<file path="config.mk">
export PLATFORM = sky130hd
export DESIGN_NAME = mic1_out_uart_tx
export DESIGN_NICKNAME = d
export VERILOG_FILES = /design/src/rtl/mic1_uart_pkg.sv /design/src/rtl/uart_tx_byte.sv /design/src/rtl/mic1_out_uart_tx.sv
export SDC_FILE = /design/constraint.sdc
export NUM_CORES = 1
export LEC_CHECK = 0
export BUFFER_PORTS_ARGS = -buffer_cell sky130_fd_sc_hd__buf_2
export CAP_MARGIN = 30
export CORE_MARGIN = 5
export CORE_UTILIZATION = 49
export DETAILED_ROUTE_END_ITERATION = 8
export HOLD_SLACK_MARGIN = 0.15
export PLACE_DENSITY = 0.69
export SYNTH_ARGS = -nofsm -noshare
export SYNTH_HDL_FRONTEND = slang
export SYNTH_HIERARCHICAL = 1
export SYNTH_SLANG_ARGS = --single-unit
export TNS_END_PERCENT = 100
</file>
<file path="constraint.sdc">
create_clock -name clk -period 3.7 [get_ports clk]
set_clock_uncertainty 0.1 [all_clocks]
set_input_delay 0.74 -clock clk [delete_from_list [all_inputs] [get_ports clk]]
set_output_delay 0.74 -clock clk [all_outputs]
set_load 0.02 [all_outputs]
</file>
<file path="src/rtl/mic1_uart_pkg.sv">
// Shared types and helpers for the mic1 output-word UART reporter.
package mic1_uart_pkg;

  typedef enum logic [1:0] {
    ST_IDLE  = 2'd0,
    ST_START = 2'd1,
    ST_DATA  = 2'd2,
    ST_STOP  = 2'd3
  } uart_state_e;

  localparam logic [7:0] ASCII_CR = 8'h0D;
  localparam logic [7:0] ASCII_LF = 8'h0A;

  // Uppercase hex digit: 0-9 -> '0'-'9', A-F -> 'A'-'F'.
  function automatic logic [7:0] nib2ascii(input logic [3:0] nib);
    return (nib < 4'd10) ? (8'h30 + {4'h0, nib}) : (8'h37 + {4'h0, nib});
  endfunction

  // Character idx of a report line: 8 hex digits (MS nibble first), CR, LF.
  function automatic logic [7:0] frame_char(input logic [31:0] word, input logic [3:0] idx);
    case (idx)
      4'd8:    return ASCII_CR;
      4'd9:    return ASCII_LF;
      default: return nib2ascii(word[{~idx[2:0], 2'b00} +: 4]);
    endcase
  endfunction

endpackage

</file>
<file path="src/rtl/uart_tx_byte.sv">
// 8N1 serializer for one byte. A start strobe in IDLE, or on the final
// cycle of a stop bit, loads the next byte so characters run back-to-back.
//
//   state    | meaning
//   ---------+-------------------------------------------
//   ST_IDLE  | line idle high, waiting for i_start
//   ST_START | driving start bit (0)
//   ST_DATA  | driving data bit r_bit, LSB first
//   ST_STOP  | driving stop bit (1); o_done on its last cycle
module uart_tx_byte
  import mic1_uart_pkg::*;
#(
  parameter int CLKS_PER_BIT = 52
) (
  input  logic       clk,
  input  logic       resetn,
  input  logic [7:0] i_byte,
  input  logic       i_start,
  output logic       o_tx,
  output logic       o_done
);

  localparam int BW = (CLKS_PER_BIT > 1) ? $clog2(CLKS_PER_BIT) : 1;
  localparam logic [BW-1:0] BAUD_LAST = BW'(CLKS_PER_BIT - 1);

  uart_state_e   r_state, w_state_nxt;
  logic [BW-1:0] r_baud, w_baud_nxt;
  logic [2:0]    r_bit, w_bit_nxt;
  logic [7:0]    r_byte, w_byte_nxt;
  logic          r_tx, w_tx_nxt;
  logic          w_bit_end;

  assign w_bit_end = (r_baud == BAUD_LAST);
  assign o_done    = (r_state == ST_STOP) && w_bit_end;
  assign o_tx      = r_tx;

  // State, counters and the registered line output.
  always_ff @(posedge clk) begin
    if (!resetn) begin
      r_state <= ST_IDLE;
      r_baud  <= '0;
      r_bit   <= '0;
      r_byte  <= '0;
      r_tx    <= 1'b1;
    end else begin
      r_state <= w_state_nxt;
      r_baud  <= w_baud_nxt;
      r_bit   <= w_bit_nxt;
      r_byte  <= w_byte_nxt;
      r_tx    <= w_tx_nxt;
    end
  end

  // Next-state: advance one bit every CLKS_PER_BIT cycles.
  always_comb begin
    w_state_nxt = r_state;
    w_baud_nxt  = r_baud;
    w_bit_nxt   = r_bit;
    w_byte_nxt  = r_byte;
    w_tx_nxt    = r_tx;
    if (r_state != ST_IDLE) begin
      w_baud_nxt = w_bit_end ? '0 : r_baud + BW'(1);
    end
    case (r_state)
      ST_IDLE: begin
        if (i_start) begin
          w_state_nxt = ST_START;
          w_byte_nxt  = i_byte;
          w_baud_nxt  = '0;
          w_tx_nxt    = 1'b0;
        end
      end
      ST_START: begin
        if (w_bit_end) begin
          w_state_nxt = ST_DATA;
          w_bit_nxt   = 3'd0;
          w_tx_nxt    = r_byte[0];
        end
      end
      ST_DATA: begin
        if (w_bit_end) begin
          if (r_bit == 3'd7) begin
            w_state_nxt = ST_STOP;
            w_tx_nxt    = 1'b1;
          end else begin
            w_bit_nxt = r_bit + 3'd1;
            w_tx_nxt  = r_byte[w_bit_nxt];
          end
        end
      end
      ST_STOP: begin
        if (w_bit_end) begin
          if (i_start) begin
            w_state_nxt = ST_START;
            w_byte_nxt  = i_byte;
            w_tx_nxt    = 1'b0;
          end else begin
            w_state_nxt = ST_IDLE;
            w_tx_nxt    = 1'b1;
          end
        end
      end
      default: begin
        w_state_nxt = ST_IDLE;
        w_tx_nxt    = 1'b1;
      end
    endcase
  end

endmodule

</file>
<file path="src/rtl/mic1_out_uart_tx.sv">
// Reports a mic1 output word as an ASCII hex line "XXXXXXXX\r\n" over UART.
// r_char_idx is the character currently on the line; the next character is
// handed to the serializer on the cycle its predecessor's stop bit ends.
module mic1_out_uart_tx
  import mic1_uart_pkg::*;
#(
  parameter int CLKS_PER_BIT = 52
) (
  input  logic        clk,
  input  logic        resetn,
  input  logic [31:0] word_i,
  input  logic        valid_i,
  output logic        ready_o,
  output logic        tx_o,
  output logic        busy_o
);

  logic        r_busy;
  logic [3:0]  r_char_idx;
  logic [31:0] r_word;

  logic        w_accept;
  logic        w_last_char;
  logic        w_start;
  logic        w_done;
  logic [7:0]  w_byte;

  assign w_accept    = valid_i && !r_busy;
  assign w_last_char = (r_char_idx == 4'd9);
  assign w_start     = w_accept || (w_done && !w_last_char);
  // First character comes straight from word_i: r_word is loaded on the same edge.
  assign w_byte      = w_accept ? frame_char(word_i, 4'd0)
                                : frame_char(r_word, r_char_idx + 4'd1);

  assign ready_o = !r_busy;
  assign busy_o  = r_busy;

  // Frame sequencing: capture on handshake, step through the 10 characters.
  always_ff @(posedge clk) begin
    if (!resetn) begin
      r_busy     <= 1'b0;
      r_char_idx <= '0;
      r_word     <= '0;
    end else if (w_accept) begin
      r_busy     <= 1'b1;
      r_char_idx <= '0;
      r_word     <= word_i;
    end else if (w_done) begin
      if (w_last_char) begin
        r_busy     <= 1'b0;
        r_char_idx <= '0;
      end else begin
        r_char_idx <= r_char_idx + 4'd1;
      end
    end
  end

  uart_tx_byte #(
    .CLKS_PER_BIT(CLKS_PER_BIT)
  ) u_tx_byte (
    .clk     (clk),
    .resetn  (resetn),
    .i_byte  (w_byte),
    .i_start (w_start),
    .o_tx    (tx_o),
    .o_done  (w_done)
  );

endmodule
</file>
=== Word-level counts from Yosys, hierarchy flattened ===
Cells that the tools add are included.

* Register bits after elaboration: 57

* Add/sub/neg operators: 7
* Mux-type cells: 35
* Reduce and logical (&&, ||, !) cells: 18
* Bitwise operators: 2
* Eq/ne operators: 14
* Magnitude comparators: 3
* Shifts and indexed selects: 1

{| class="wikitable"
|+ Operators with widths
! cell !! count
|-
| $shiftx 32x6->4 || 1
|-
| $add 6x4->7 const A || 4
|-
| $mux 6 || 4
|-
| $mux 8 || 3
|-
| $pmux 8 s2 || 1
|-
| $mux 7 || 2
|-
| $pmux 7 s2 || 1
|-
| $eq 4x4->1 const B || 3
|-
| $mux 1 || 11
|-
| $mux 2 || 5
|-
| $ne 2x1->1 const B || 5
|-
| $reduce_bool 2->1 || 5
|-
| $mux 3 || 3
|-
| $lt 4x4->1 const B || 2
|-
| $pmux 2 s4 || 1
|-
| $reduce_and 4->1 || 2
|-
| $add 6x1->6 const B || 1
|-
| $eq 6x6->1 const B || 1
|-
| $pmux 3 s2 || 1
|-
| $reduce_and 5->1 || 1
|-
| $add 4x1->4 const B || 1
|-
| $eq 2x2->1 const B || 2
|-
| $lt 3x4->1 const B || 1
|-
| $mux 4 || 1
|-
| 14 further kinds || 18
|}

=== Longest topological paths before layout ===
* Word-level depth: 10
* Depth in mapped cells: 13
* Gate-level depth less buffers: 10

=== Modules after synthesis ===
Netlist, hierarchy kept.

{| class="wikitable"
|+ By module, submodules not included
! module !! instances !! area each (um^2) !! cells an instance
|-
| mic1_out_uart_tx || 1 || 2,182.1 || 255
|-
| uart_tx_byte || 1 || 1,208.7 || 132
|}

=== Worst setup path after synthesis ===
OpenSTA, ideal clock, no wires.

* Path type: register to register
* From: reg r_char_idx[0]
* To: reg u_tx_byte.r_byte[4]
* Buffers on the path: 3
* Cell stages (with the launch flop): 14
* Period minus slack after synthesis: 2.737 ns
* Data arrival time: 2.565 ns
* Library setup time: 0.072 ns
* Path slack: 0.963 ns
* Cell sequence: dfxtp_1 buf_6 inv_2 ha_1 buf_6 buf_12 mux4_1 mux2i_1 ha_1 o21ai_0 nand2_1 a31o_1 nand2_1 mux2i_1

* Word-level cells in the longest chain between the ends: 10
* Elaborated cells on any way between the ends: 18
* Those cells by class: 3 x add/sub; 1 x order compare; 3 x eq/ne; 1 x shift; 6 x mux; 1 x bitwise; 3 x reduce/logical

{| class="wikitable"
|+ RTL lines
! element !! RTL line !! text
|-
| start, declared || mic1_out_uart_tx.sv:19 || <nowiki>logic [3:0] r_char_idx;</nowiki>
|-
| start signal, assigned || mic1_out_uart_tx.sv:53 || <nowiki>r_char_idx <= r_char_idx + 4'd1;</nowiki>
|-
| $add 4x1->4 (*) || mic1_out_uart_tx.sv:33 || <nowiki>: frame_char(r_word, r_char_idx + 4'd1);</nowiki>
|-
| $not 3->3 || mic1_uart_pkg.sv:24 || <nowiki>default: return nib2ascii(word[{~idx[2:0], 2'b00} +: 4]);</nowiki>
|-
| $shiftx 32x6->4 || mic1_uart_pkg.sv:24 ||
|-
| $add 6x4->7 or $lt 4x4->1 (tied branches) || mic1_uart_pkg.sv:16 || <nowiki>return (nib < 4'd10) ? (8'h30 + {4'h0, nib}) : (8'h37 + {4'h0, nib});</nowiki>
|-
| $mux 7 || mic1_uart_pkg.sv:16 ||
|-
| $pmux 7 s2 (*) || mic1_uart_pkg.sv:21 || <nowiki>case (idx)</nowiki>
|-
| $mux 8 (*) || mic1_out_uart_tx.sv:32 || <nowiki>assign w_byte = w_accept ? frame_char(word_i, 4'd0)</nowiki>
|-
| named net w_byte[4] || mic1_out_uart_tx.sv:26 || <nowiki>logic [7:0] w_byte;</nowiki>
|-
| $mux 8 (*) || uart_tx_byte.sv:66, uart_tx_byte.sv:93 ||
|-
| $mux 8 || uart_tx_byte.sv:92 || <nowiki>if (w_bit_end) begin</nowiki>
|-
| $pmux 8 s2 (*) || uart_tx_byte.sv:64 || <nowiki>case (r_state)</nowiki>
|-
| end signal, assigned || uart_tx_byte.sv:49 || <nowiki>r_byte <= w_byte_nxt;</nowiki>
|-
| end, declared || uart_tx_byte.sv:29 || <nowiki>logic [7:0] r_byte, w_byte_nxt;</nowiki>
|}

The timed path passes the listed nets; every way through them passes the cells marked *. The select of a mux whose other input is x is not followed.
A chain may end at the register's enable or synchronous reset.

=== Final worst setup path ===
* From: reg r_char_idx[1]
* To: reg u_tx_byte.r_byte[4]

Same word-level chain as after synthesis.

==> results.yml <==
setup_path:
  cp_max_fo: 14
  worst_ep_required_time_ns: 3.82
  ff2ff_setup_slack_ns: 0.56
  worstPathArrival_ns: 3.26
  timing.reg2reg.worst_path_depth: 10
  cp_num_buf_inv: 1
  startpoint_type: "flip-flop"
  critPathCaptureType: "flip-flop"
  cp_cell_sequence: "inv_1 > ha_1 > mux2i_1 > mux4_2 > ha_1 > o21ai_0 > nand2_1 > a31o_1 > nand2_1 > mux2i_1"
  worst_path_dominant_cell_family: "adder cells"
  critPathSlowestCell: "ha_1"
  timing_worst_setup_path_type: "flip-flop to flip-flop"
  source_of_the_worst_register_to_register_timing_path: "r_char_idx[1]"
  reg_to_reg_critical_path_endpoint: "u_tx_byte/r_byte[4]"
  critical_path_depth: 10
  worst_stage_delay_on_the_critical_path_ns: 0.73
cts:
  cell_at_the_root_of_the_clock_tree: "clkbuf_8"
  postCtsSetupRepairBufs: 0
  post_cts_resized: 0
  clk_transition_reported_paths_ns: 0.07
  cts_hold_buf: 0
  number_of_sinks_on_the_clock_net: 57
  tritoncts.num_buffers: 9
  tritoncts: "done"
  clock_path_buffers: 2
  cts-htree-levels: 3
  clock_insertion_delay_worst_skew_ns: 0.35
yosys:
  synth_edf_count: 0
  synth.lib_cells_used.distinct: 61
  synth_seq_area_share_pct: 33.65
  average_cell_area_after_synthesis_um2: 8.762
  async_flop_share_pct: 0
  postSynthNetCount: 435
  synthesis.yosys.warnings: 6
  syn-instance-count: 387
  yosys_most_used_dff: "dfxtp_1"
  synth_area_um2: 3391
  ys_seq_elements: 57
cells_and_area:
  num_antenna_cells: 0
  mostFrequentLayoutCell: "nand2_1"
  finish.instance_area_um2: 3809
  final_net_count: 467
  ff_latch_area_um2: 1141
  area_growth_pct: 12.32
  layout-drive-gt1-share_pct: 20.05
  multi_input_combinational_cell_area_um2: 2071
  most-common-layout-cells: "nand2_1, dfxtp_1, buf_2"
  fillCellCount: 601
place:
  postPlaceCellArea_um2: 3595
  gp_congestion: 0.8307
  numPortBuffers: 37
  hpwlAfterDp_um: 5268
pwr:
  power.net_switching_uw: 501.4
  pwr-share-seq_pct: 42.2
  power_density_over_the_cells_nw_per_um2: 438.7
  leakage_uw: 0.001506
  switching_share_pct: 30.01
  combinational_share_of_power_pct: 20.8
  p_clk_share_pct: 36.9
  cell_internal_pwr_uw: 1169
  power.ir.vdd_worst_mv: 0.2620
global_routing:
  antenna_found_initial: 0
  maximum_number_of_pins_on_one_net_before_global_route_repair: 43
  grt-ovfl-total: 0
  grt_use_total_pct: 18.01
  grt_pass1_vias: 2642
  grt_pass1_wl_um: 12380
routing:
  via_density: 5.407
  routed_wl_um: 7277
  firstDrtPassIters: 4
  final_antenna_net_count: 0
  post_drt_wl_per_cell_um: 14.44
  detail_route.iter0.violations: 122
  drc: 0
  routed-via-count: 2725
sta:
  maxClockFrequency_mhz: 318.8
  finalHoldViolCount: 0
  final-max-slew-violation-count: 0
  tightest_slew_ns: 0.8122
  report.final.setup_viol: 0
  min_period_over_period_pct: 84.79
  max-slew-margin-rel_pct: 45.61
  setup_tns_ns: 0
  rsz0062_at_grt: "no"
  timing.final.crit_period_ns: 3.137
hold_path:
  hold_path_end: "u_tx_byte/r_byte[4]"
  whs_path_depth: 2
  holdCritStartpoint: "u_tx_byte/r_byte[4]"
  hold_path_class: "flip-flop to flip-flop"
floorplan:
  top_level_ports: 38
  fp.dieW_um: 93.19
  core-area_um2: 6756
  design.die.area_um2: 8683
  die_height_um: 93.19
  initial_utilization_pct: 50.19
  cell_row_count: 30
flow_run:
  max_cap_violations: 0
run_status:
  outcome: "completed"
-- metrics by stage --
stage	cells	power, µW	utilization, %	setup slack, ns	hold WS (ns)
floorplan	387	976.8	-	0.9634	0.3315
global placement	488	1057	53.20	0.7395	0.3427
detailed placement	488	1066	53.20	0.6100	0.3482
CTS	504	1685	56.37	0.6023	0.3633
global route	504	1773	56.37	0.3553	0.3839
finish	504	1671	56.37	0.5629	0.3642
-- layer usage --
| layer | vias to the layer above | wire, µm | track usage [%] |
|---|---|---|---|
| met5 | - | 0 | 0 |
| met4 | 0 | 123 | 6.227 |
| met3 | 12 | 361 | 6.275 |
| met2 | 48 | 3376 | 29.33 |
| met1 | 1263 | 3416 | 22.11 |
| li1 | 1402 | - | - |
-- how the worst max path moves through the flow --
stage / end / from
finish: u_tx_byte/r_byte[4] / r_char_idx[1]
detailed placement: u_tx_byte/r_byte[4] / r_char_idx[1]
floorplan: u_tx_byte/r_byte[4] / r_char_idx[0]
global placement: u_tx_byte/r_byte[0] / r_char_idx[1]
global route: u_tx_byte/r_byte[0] / r_char_idx[1]
CTS: u_tx_byte/r_byte[4] / r_char_idx[1]
-- power by group through the flow --
stage / clock, µW / sequential (µW) / combinational, µW
floorplan: 0 / 715 / 262
global route: 669 / 714 / 390
finish: 617 / 706 / 348
detailed placement: 0 / 720 / 346
global placement: 0 / 719 / 338
CTS: 631 / 706 / 348
-- cells by family (layout without fill, tap and decap cells) --
group / count (synthesis) / after routing / share of synthesized area (%)
other: 1 / 1 / 0.1106
flip-flops: 57 / 57 / 33.65
AND/OR/NAND/NOR: 151 / 151 / 20.52
multiplexers: 39 / 39 / 15.20
XOR/XNOR: 4 / 4 / 1.255
AO/OA/AOI/OAI: 86 / 86 / 19.11
buffers and inverters: 36 / 73 / 5.350
adder cells (fa/ha/maj): 13 / 13 / 4.797
-- flip-flops by register name, summed over array words and instances, names as in the netlist --
register	cells
busy_o	1
r_char_idx	4
r_word	32
u_tx_byte/o_tx	1
u_tx_byte/r_baud	6
u_tx_byte/r_bit	3
u_tx_byte/r_byte	8
u_tx_byte/r_state	2
-- cell type report --
class,instances,share of cell area (%)
timing repair buffer,43,6.045
inverter,14,1.380
tap,80,2.628
sequential,57,29.96
clock inverter,5,1.643
clock buffer,11,3.975
multi-input combinational,294,54.37
-- cells in the mapped netlist (3+ instances only) --
library cell,instances,area [µm²]
nand2_1,98,367.9
a31oi_1,3,18.77
nand2b_1,3,18.77
o22ai_1,3,18.77
dfxtp_1,57,1141
o21a_1,3,22.52
mux2_4,3,45.04
ha_1,13,162.7
nand3_1,7,35.03
a21oi_1,8,40.04
clkbuf_1,13,48.80
inv_1,13,48.80
a21boi_0,35,262.8
buf_6,3,33.78
nor2b_1,7,43.79
nor3b_1,4,30.03
mux2i_1,26,260.3
mux4_2,6,135.1
nor3_1,3,15.01
o21ai_0,12,60.06
buf_1,3,11.26
nor2_1,13,48.80
and2_1,4,25.02
-- worst register-to-register path, cell delays in order, from the launching register on --
cell	delay, ns
dfxtp_1	0.42
inv_1	0.09
ha_1	0.73
mux2i_1	0.19
mux4_2	0.57
ha_1	0.27
o21ai_0	0.19
nand2_1	0.10
a31o_1	0.23
nand2_1	0.06
mux2i_1	0.07
(Power assumes the default switching activity.)
